**config.mk**
```make
export PLATFORM = sky130hd
export DESIGN_NAME = pipe_muldiv_ctrl
export DESIGN_NICKNAME = d
export VERILOG_FILES = /design/src/rtl/pipe_muldiv_ctrl.sv
export SDC_FILE = /design/constraint.sdc
export NUM_CORES = 1
export LEC_CHECK = 0
export CAP_MARGIN = 20
export CORE_UTILIZATION = 56
export CTS_CLUSTER_DIAMETER = 120
export DETAILED_ROUTE_END_ITERATION = 7
export PLACE_DENSITY = 0.77
export SLEW_MARGIN = 20
export SYNTH_ARGS = -nofsm -noshare
export SYNTH_HDL_FRONTEND = slang
export SYNTH_SLANG_ARGS = --single-unit
```
**constraint.sdc**
```tcl
create_clock -name clk -period 10.2 [get_ports clk]
set_input_delay 1.53 -clock clk [delete_from_list [all_inputs] [get_ports clk]]
set_output_delay 1.53 -clock clk [all_outputs]
set_load 0.01 [all_outputs]
```
**src/rtl/pipe_muldiv_ctrl.sv**
```systemverilog
// pipe_muldiv_ctrl: iterative multiply/divide sequencer beside the EXE stage.
// Runs shift-add multiply or restoring divide at one bit per cycle and owns HI/LO.
//
// Ports:
//   clk      - clock, rising edge
//   rst      - asynchronous reset, active-low
//   start    - mul/div-class op present in EXE this cycle
//   op       - 000 MULT, 001 MULTU, 010 DIV, 011 DIVU, 100 MTHI, 101 MTLO, others no-op
//   rs_data  - operand A / dividend / MTHI-MTLO source
//   rt_data  - operand B / divisor
//   flush    - abort in-flight op; also squashes an op offered in the same cycle
//   stall    - hold IF/ID/EXE (combinational on accept, then held through CALC)
//   done     - one-cycle pulse in FIN when HI/LO take a mul/div result
//   hi, lo   - HI/LO registers
module pipe_muldiv_ctrl #(
  parameter int unsigned WIDTH = 32
) (
  input  logic             clk,
  input  logic             rst,
  input  logic             start,
  input  logic [2:0]       op,
  input  logic [WIDTH-1:0] rs_data,
  input  logic [WIDTH-1:0] rt_data,
  input  logic             flush,
  output logic             stall,
  output logic             done,
  output logic [WIDTH-1:0] hi,
  output logic [WIDTH-1:0] lo
);

  localparam int unsigned CntW = (WIDTH > 1) ? $clog2(WIDTH) : 1;

  localparam logic [2:0] OpMthi = 3'b100;
  localparam logic [2:0] OpMtlo = 3'b101;

  typedef enum logic [1:0] {StIdle, StCalc, StFin} state_e;

  state_e               state_q, state_d;
  logic [CntW-1:0]      cnt_q, cnt_d;
  logic [WIDTH-1:0]     ma_q, ma_d;      // |A| (multiplicand, or |dividend| for div-by-zero)
  logic [WIDTH-1:0]     mb_q, mb_d;      // |B| (divisor for div)
  logic [2*WIDTH-1:0]   p_q, p_d;        // {acc/remainder, multiplier/dividend-quotient}
  logic                 is_div_q, is_div_d;
  logic                 neg_q_q, neg_q_d; // negate product or quotient
  logic                 neg_r_q, neg_r_d; // negate remainder
  logic                 dvz_q, dvz_d;
  logic [WIDTH-1:0]     hi_q, hi_d;
  logic [WIDTH-1:0]     lo_q, lo_d;

  // Decode of the offered op
  logic             is_muldiv;
  logic             op_signed;
  logic             sa, sb;
  logic             accept;
  logic [WIDTH-1:0] abs_a, abs_b;

  assign is_muldiv = ~op[2];
  assign op_signed = ~op[0];
  assign sa        = op_signed & rs_data[WIDTH-1];
  assign sb        = op_signed & rt_data[WIDTH-1];
  assign abs_a     = sa ? (~rs_data + 1'b1) : rs_data;
  assign abs_b     = sb ? (~rt_data + 1'b1) : rt_data;
  assign accept    = (state_q == StIdle) & start & ~flush & is_muldiv;

  // One multiply step: add |A| when the current multiplier bit is set, shift right.
  logic [WIDTH:0]       mul_sum;
  logic [2*WIDTH-1:0]   mul_next;
  assign mul_sum  = {1'b0, p_q[2*WIDTH-1:WIDTH]} + {1'b0, (p_q[0] ? ma_q : '0)};
  assign mul_next = {mul_sum, p_q[WIDTH-1:1]};

  // One restoring-divide step: shift in the next dividend bit, subtract if it fits.
  logic [WIDTH+1:0]     div_diff;
  logic [2*WIDTH-1:0]   div_next;
  assign div_diff = {1'b0, p_q[2*WIDTH-1:WIDTH-1]} - {2'b00, mb_q};
  assign div_next = div_diff[WIDTH+1] ? {p_q[2*WIDTH-2:0], 1'b0}
                                      : {div_diff[WIDTH-1:0], p_q[WIDTH-2:0], 1'b1};

  // Sign fix-ups applied when the result is written in FIN
  logic [2*WIDTH-1:0]   prod_fix;
  logic [WIDTH-1:0]     quo_fix, rem_fix, dvz_hi;
  assign prod_fix = neg_q_q ? (~p_q + 1'b1) : p_q;
  assign quo_fix  = neg_q_q ? (~p_q[WIDTH-1:0] + 1'b1) : p_q[WIDTH-1:0];
  assign rem_fix  = neg_r_q ? (~p_q[2*WIDTH-1:WIDTH] + 1'b1) : p_q[2*WIDTH-1:WIDTH];
  // Restores the dividend exactly as latched: neg_r_q is set only for a negative signed one.
  assign dvz_hi   = neg_r_q ? (~ma_q + 1'b1) : ma_q;

  always_comb begin
    state_d  = state_q;
    cnt_d    = cnt_q;
    ma_d     = ma_q;
    mb_d     = mb_q;
    p_d      = p_q;
    is_div_d = is_div_q;
    neg_q_d  = neg_q_q;
    neg_r_d  = neg_r_q;
    dvz_d    = dvz_q;
    hi_d     = hi_q;
    lo_d     = lo_q;

    unique case (state_q)
      StIdle: begin
        if (accept) begin
          ma_d     = abs_a;
          mb_d     = abs_b;
          is_div_d = op[1];
          neg_q_d  = sa ^ sb;
          neg_r_d  = sa;
          dvz_d    = (rt_data == '0);
          p_d      = op[1] ? {{WIDTH{1'b0}}, abs_a} : {{WIDTH{1'b0}}, abs_b};
          cnt_d    = '0;
          state_d  = StCalc;
        end else if (start && !flush && op == OpMthi) begin
          hi_d = rs_data;
        end else if (start && !flush && op == OpMtlo) begin
          lo_d = rs_data;
        end
      end
      StCalc: begin
        p_d   = is_div_q ? div_next : mul_next;
        cnt_d = cnt_q + CntW'(1);
        if (cnt_q == CntW'(WIDTH - 1)) begin
          cnt_d   = '0;
          state_d = StFin;
        end
      end
      StFin: begin
        state_d = StIdle;
        if (!flush) begin
          if (!is_div_q) begin
            hi_d = prod_fix[2*WIDTH-1:WIDTH];
            lo_d = prod_fix[WIDTH-1:0];
          end else if (dvz_q) begin
            hi_d = dvz_hi;
            lo_d = '1;
          end else begin
            hi_d = rem_fix;
            lo_d = quo_fix;
          end
        end
      end
      default: state_d = StIdle;
    endcase

    if (flush) begin
      state_d = StIdle;
      cnt_d   = '0;
    end
  end

  always_ff @(posedge clk or negedge rst) begin
    if (!rst) begin
      state_q  <= StIdle;
      cnt_q    <= '0;
      ma_q     <= '0;
      mb_q     <= '0;
      p_q      <= '0;
      is_div_q <= 1'b0;
      neg_q_q  <= 1'b0;
      neg_r_q  <= 1'b0;
      dvz_q    <= 1'b0;
      hi_q     <= '0;
      lo_q     <= '0;
    end else begin
      state_q  <= state_d;
      cnt_q    <= cnt_d;
      ma_q     <= ma_d;
      mb_q     <= mb_d;
      p_q      <= p_d;
      is_div_q <= is_div_d;
      neg_q_q  <= neg_q_d;
      neg_r_q  <= neg_r_d;
      dvz_q    <= dvz_d;
      hi_q     <= hi_d;
      lo_q     <= lo_d;
    end
  end

  assign stall = accept | (state_q == StCalc);
  assign done  = (state_q == StFin) & ~flush;
  assign hi    = hi_q;
  assign lo    = lo_q;

endmodule

```
==> metrics.csv <==
metric,value,unit
synth_top_family_by_area,compound AO/OA/AOI/OAI gates,
period_share,69.8,%
ant_nets,0,
layout-drive-gt1-share,4.15,%
hpwl,46100,um
wl_per_cell,22.9,um
chipHeight,178,um
cts_tree,yes,
setup_tns,0,ns
dr.pass1.iters,5,
hold_viol,0,
drc_errors,0,
clock_latency,0.56,ns
yosysSeqAreaShare,29.3,%
syn_avg_cell_area,7.78,um^2
maxCapViolCount,0,
setup_viol_count_final,0,
initial_core_util,56.9,%
portBuffers,136,
setup_ws,3.08,ns
worst_slew_pin_slew,1.07,ns
cp_top_family,buffers and inverters,
synth_adder_area_share,5.35,%
dr.first_iter.drc_count,1866,
combPwrFrac,51.1,%
status,finished clean,
mostFrequentLayoutCells,"nand2_1, o21ai_0, dfrtp_1",
slowest_stage,clkdlybuf4s50_1,
rsz0062_at_grt,no,
synth-compound-area-share,25.6,%
p_clk_share,20.8,%
clock_sinks,203,
gp_routability_congestion,0.990,
clock_skew,0.0150,ns
synth_edf_count,0,
pre_cts_ws,3.23,ns
worst-setup-path-type,in2out,
synth-simple-area-share,20.8,%
arrival,5.59,ns
hold_buffers,0,
num_rows,64,
area_growth_syn_to_layout,13.6,%
viasPerCell,6.63,
power.share.switching,45.4,%
final_common_cell,nand2_1,
syn_inst,2231,
relSlewSlack,28.2,%
crit_chain,clkdlybuf4s50_1 -> inv_2 -> nand4_1 -> o21ai_0 -> nor3b_2 -> buf_4 -> nand2_1 -> inv_1 -> clkdlybuf4s50_1,
ios,137,
syn_nets,2375,
vias,17600,
die_w,178,um
grt_first_pass_wirelength,92100,um
slowest_delay,0.91,ns
synth_xor_area_share,11.2,%
power.leakage,8.08,nW
irDropWorstVdd,0.000160,V
seqPwrFrac,28.0,%
design.die.area,31700,um^2
end_kind,primary output,
final_area,19700,um^2
grt_pass1_vias,16300,
yosysWarnings,0,
fin_crit,7.12,ns
worst-path-buf-inv,5,
fp.coreArea,30500,um^2
synthesis.area,17400,um^2
clk_pin_slew,0.06,ns
ys.flop_type,dfrtp_1,
start_kind,input port,
drt-total-wl,60800,um
ys_seq_elements,203,
fmax,140,MHz
dpl_cell_area,18700,um^2
ys_types,80,
grt_antenna_before_repair,2,
clk_path_buf_depth,3,
required,8.67,ns
power.switching,2.30,mW
grt_max_degree,112,
min_path_type,reg2reg,
synth_mux_area_share,2.62,%
grt.total_usage,38.0,%
drv_slew,0,
power.internal,2.77,mW
critPathMostFrequentCell,clkdlybuf4s50_1,
cp_max_fo,33,
fin_nets,2390,
clockRootBuffer,clkbuf_16,
grt_overflow_total,0,
post_cts_buffers,0,
p_per_area,257,nW/um^2
htreeDepth,1,
cts_made_buffers,25,
cts_resized,0,
async_flop_share,100,%
[power groups by stage]
stage	combinational [mW]	clock [mW]	sequential (mW)
4_1_cts	2.55	1.06	1.41
2_1_floorplan	1.95	0	1.21
3_3_place_gp	2.49	0	1.41
3_5_place_dp	2.54	0	1.42
5_1_grt	2.83	1.09	1.44
6_report	2.59	1.06	1.42
[layout make-up]
cell class	count	area (um^2)
multi-input combinational	1796	11400
clock inverter	13	272
tap	396	495
fill	2727	10800
clock buffer	33	706
timing repair buffer	153	1490
antenna	1	2.50
inverter	67	251
sequential	203	5080
[synthesized netlist by cell type (all sizes together) (7+ instances only)]
| master | instances | area share [%] |
|---|---|---|
| a31oi | 19 | 0.68 |
| nand2b | 26 | 0.94 |
| nor4 | 18 | 0.65 |
| xor2 | 94 | 4.7 |
| o31ai | 36 | 1.7 |
| a21oi | 139 | 4.0 |
| a221oi | 12 | 0.61 |
| nor2 | 138 | 3.0 |
| ha | 71 | 5.1 |
| o22ai | 34 | 1.2 |
| or2 | 7 | 0.25 |
| and2 | 51 | 1.8 |
| o21ai | 254 | 7.3 |
| nand3 | 54 | 1.6 |
| o21a | 12 | 0.52 |
| o21bai | 10 | 0.43 |
| o211ai | 23 | 0.99 |
| buf | 26 | 0.73 |
| dfrtp | 203 | 29 |
| and3 | 16 | 0.58 |
| a21o | 26 | 1.1 |
| a22oi | 18 | 0.78 |
| nor3 | 44 | 1.3 |
| nor2b | 18 | 0.65 |
| nand2 | 278 | 6.0 |
| xnor2 | 128 | 6.5 |
| o41ai | 16 | 0.85 |
| or3 | 45 | 1.7 |
| nand4 | 9 | 0.32 |
| clkbuf | 139 | 3.0 |
| or4 | 28 | 1.2 |
| a211oi | 47 | 2.0 |
| mux2i | 41 | 2.4 |
| o31a | 8 | 0.40 |
| inv | 67 | 1.4 |
[per-stage QoR]
| stage | utilization [%] | cells | power (mW) | hold WS [ns] |
|---|---|---|---|---|
| 6_report | 64.6 | 2662 | 5.07 | 0.481 |
| 5_1_grt | 64.6 | 2661 | 5.36 | 0.494 |
| 4_1_cts | 64.6 | 2661 | 5.02 | 0.485 |
| 3_5_place_dp | 61.4 | 2615 | 3.96 | 0.471 |
| 3_3_place_gp | 61.4 | 2615 | 3.90 | 0.463 |
| 2_1_floorplan | - | 2231 | 3.16 | 0.450 |
[per-layer routing]
layer	wire length (um)	part of all wire, %	global-route usage [%]	vias up
met5	23	0.038	0	-
met1	24300	40	49.1	8506
met4	3150	5.2	17.3	4
met3	5040	8.3	6.27	188
li1	-	-	-	8079
met2	28400	47	62.0	864
[registers in the layout, summed over array words and instances (netlist names)]
| signal | flops |
|---|---|
| ma_q | 32 |
| dvz_q | 1 |
| is_div_q | 1 |
| p_q | 64 |
| state_q | 2 |
| neg_q_q | 1 |
| mb_q | 32 |
| cnt_q | 5 |
| lo | 32 |
| hi | 32 |
| neg_r_q | 1 |
[worst min-delay path, stage by stage, from the launching register on]
cell	delay [ns]
dfrtp_1	0.34
nand2_1	0.04
o21ai_0	0.06
[logic make-up after synthesis]
group                      after synthesis
and+or+nand+nor                        750
AOI/OAI and AO/OA                      707
buffers and inverters                  232
xor gates and xnor gates               222
DFF                                    203
adders and majority gates               73
muxes                                   44
[worst paths after layout]
path | depth (start not counted) | slack (ns) | from | endpoint
max | 9 | 3.08 | op[1] | done
min | 2 | 0.48 | mb_q[29] | mb_q[29]
min reg2reg | 2 | 0.48 | mb_q[29] | mb_q[29]
min in group asynchronous | 1 | 1.02 | rst | p_q[55]
max in group asynchronous | 3 | 7.15 | rst | lo[25]
max reg2reg | 10 | 5.68 | p_q[54] | p_q[57]
(Power assumes the default switching activity.)
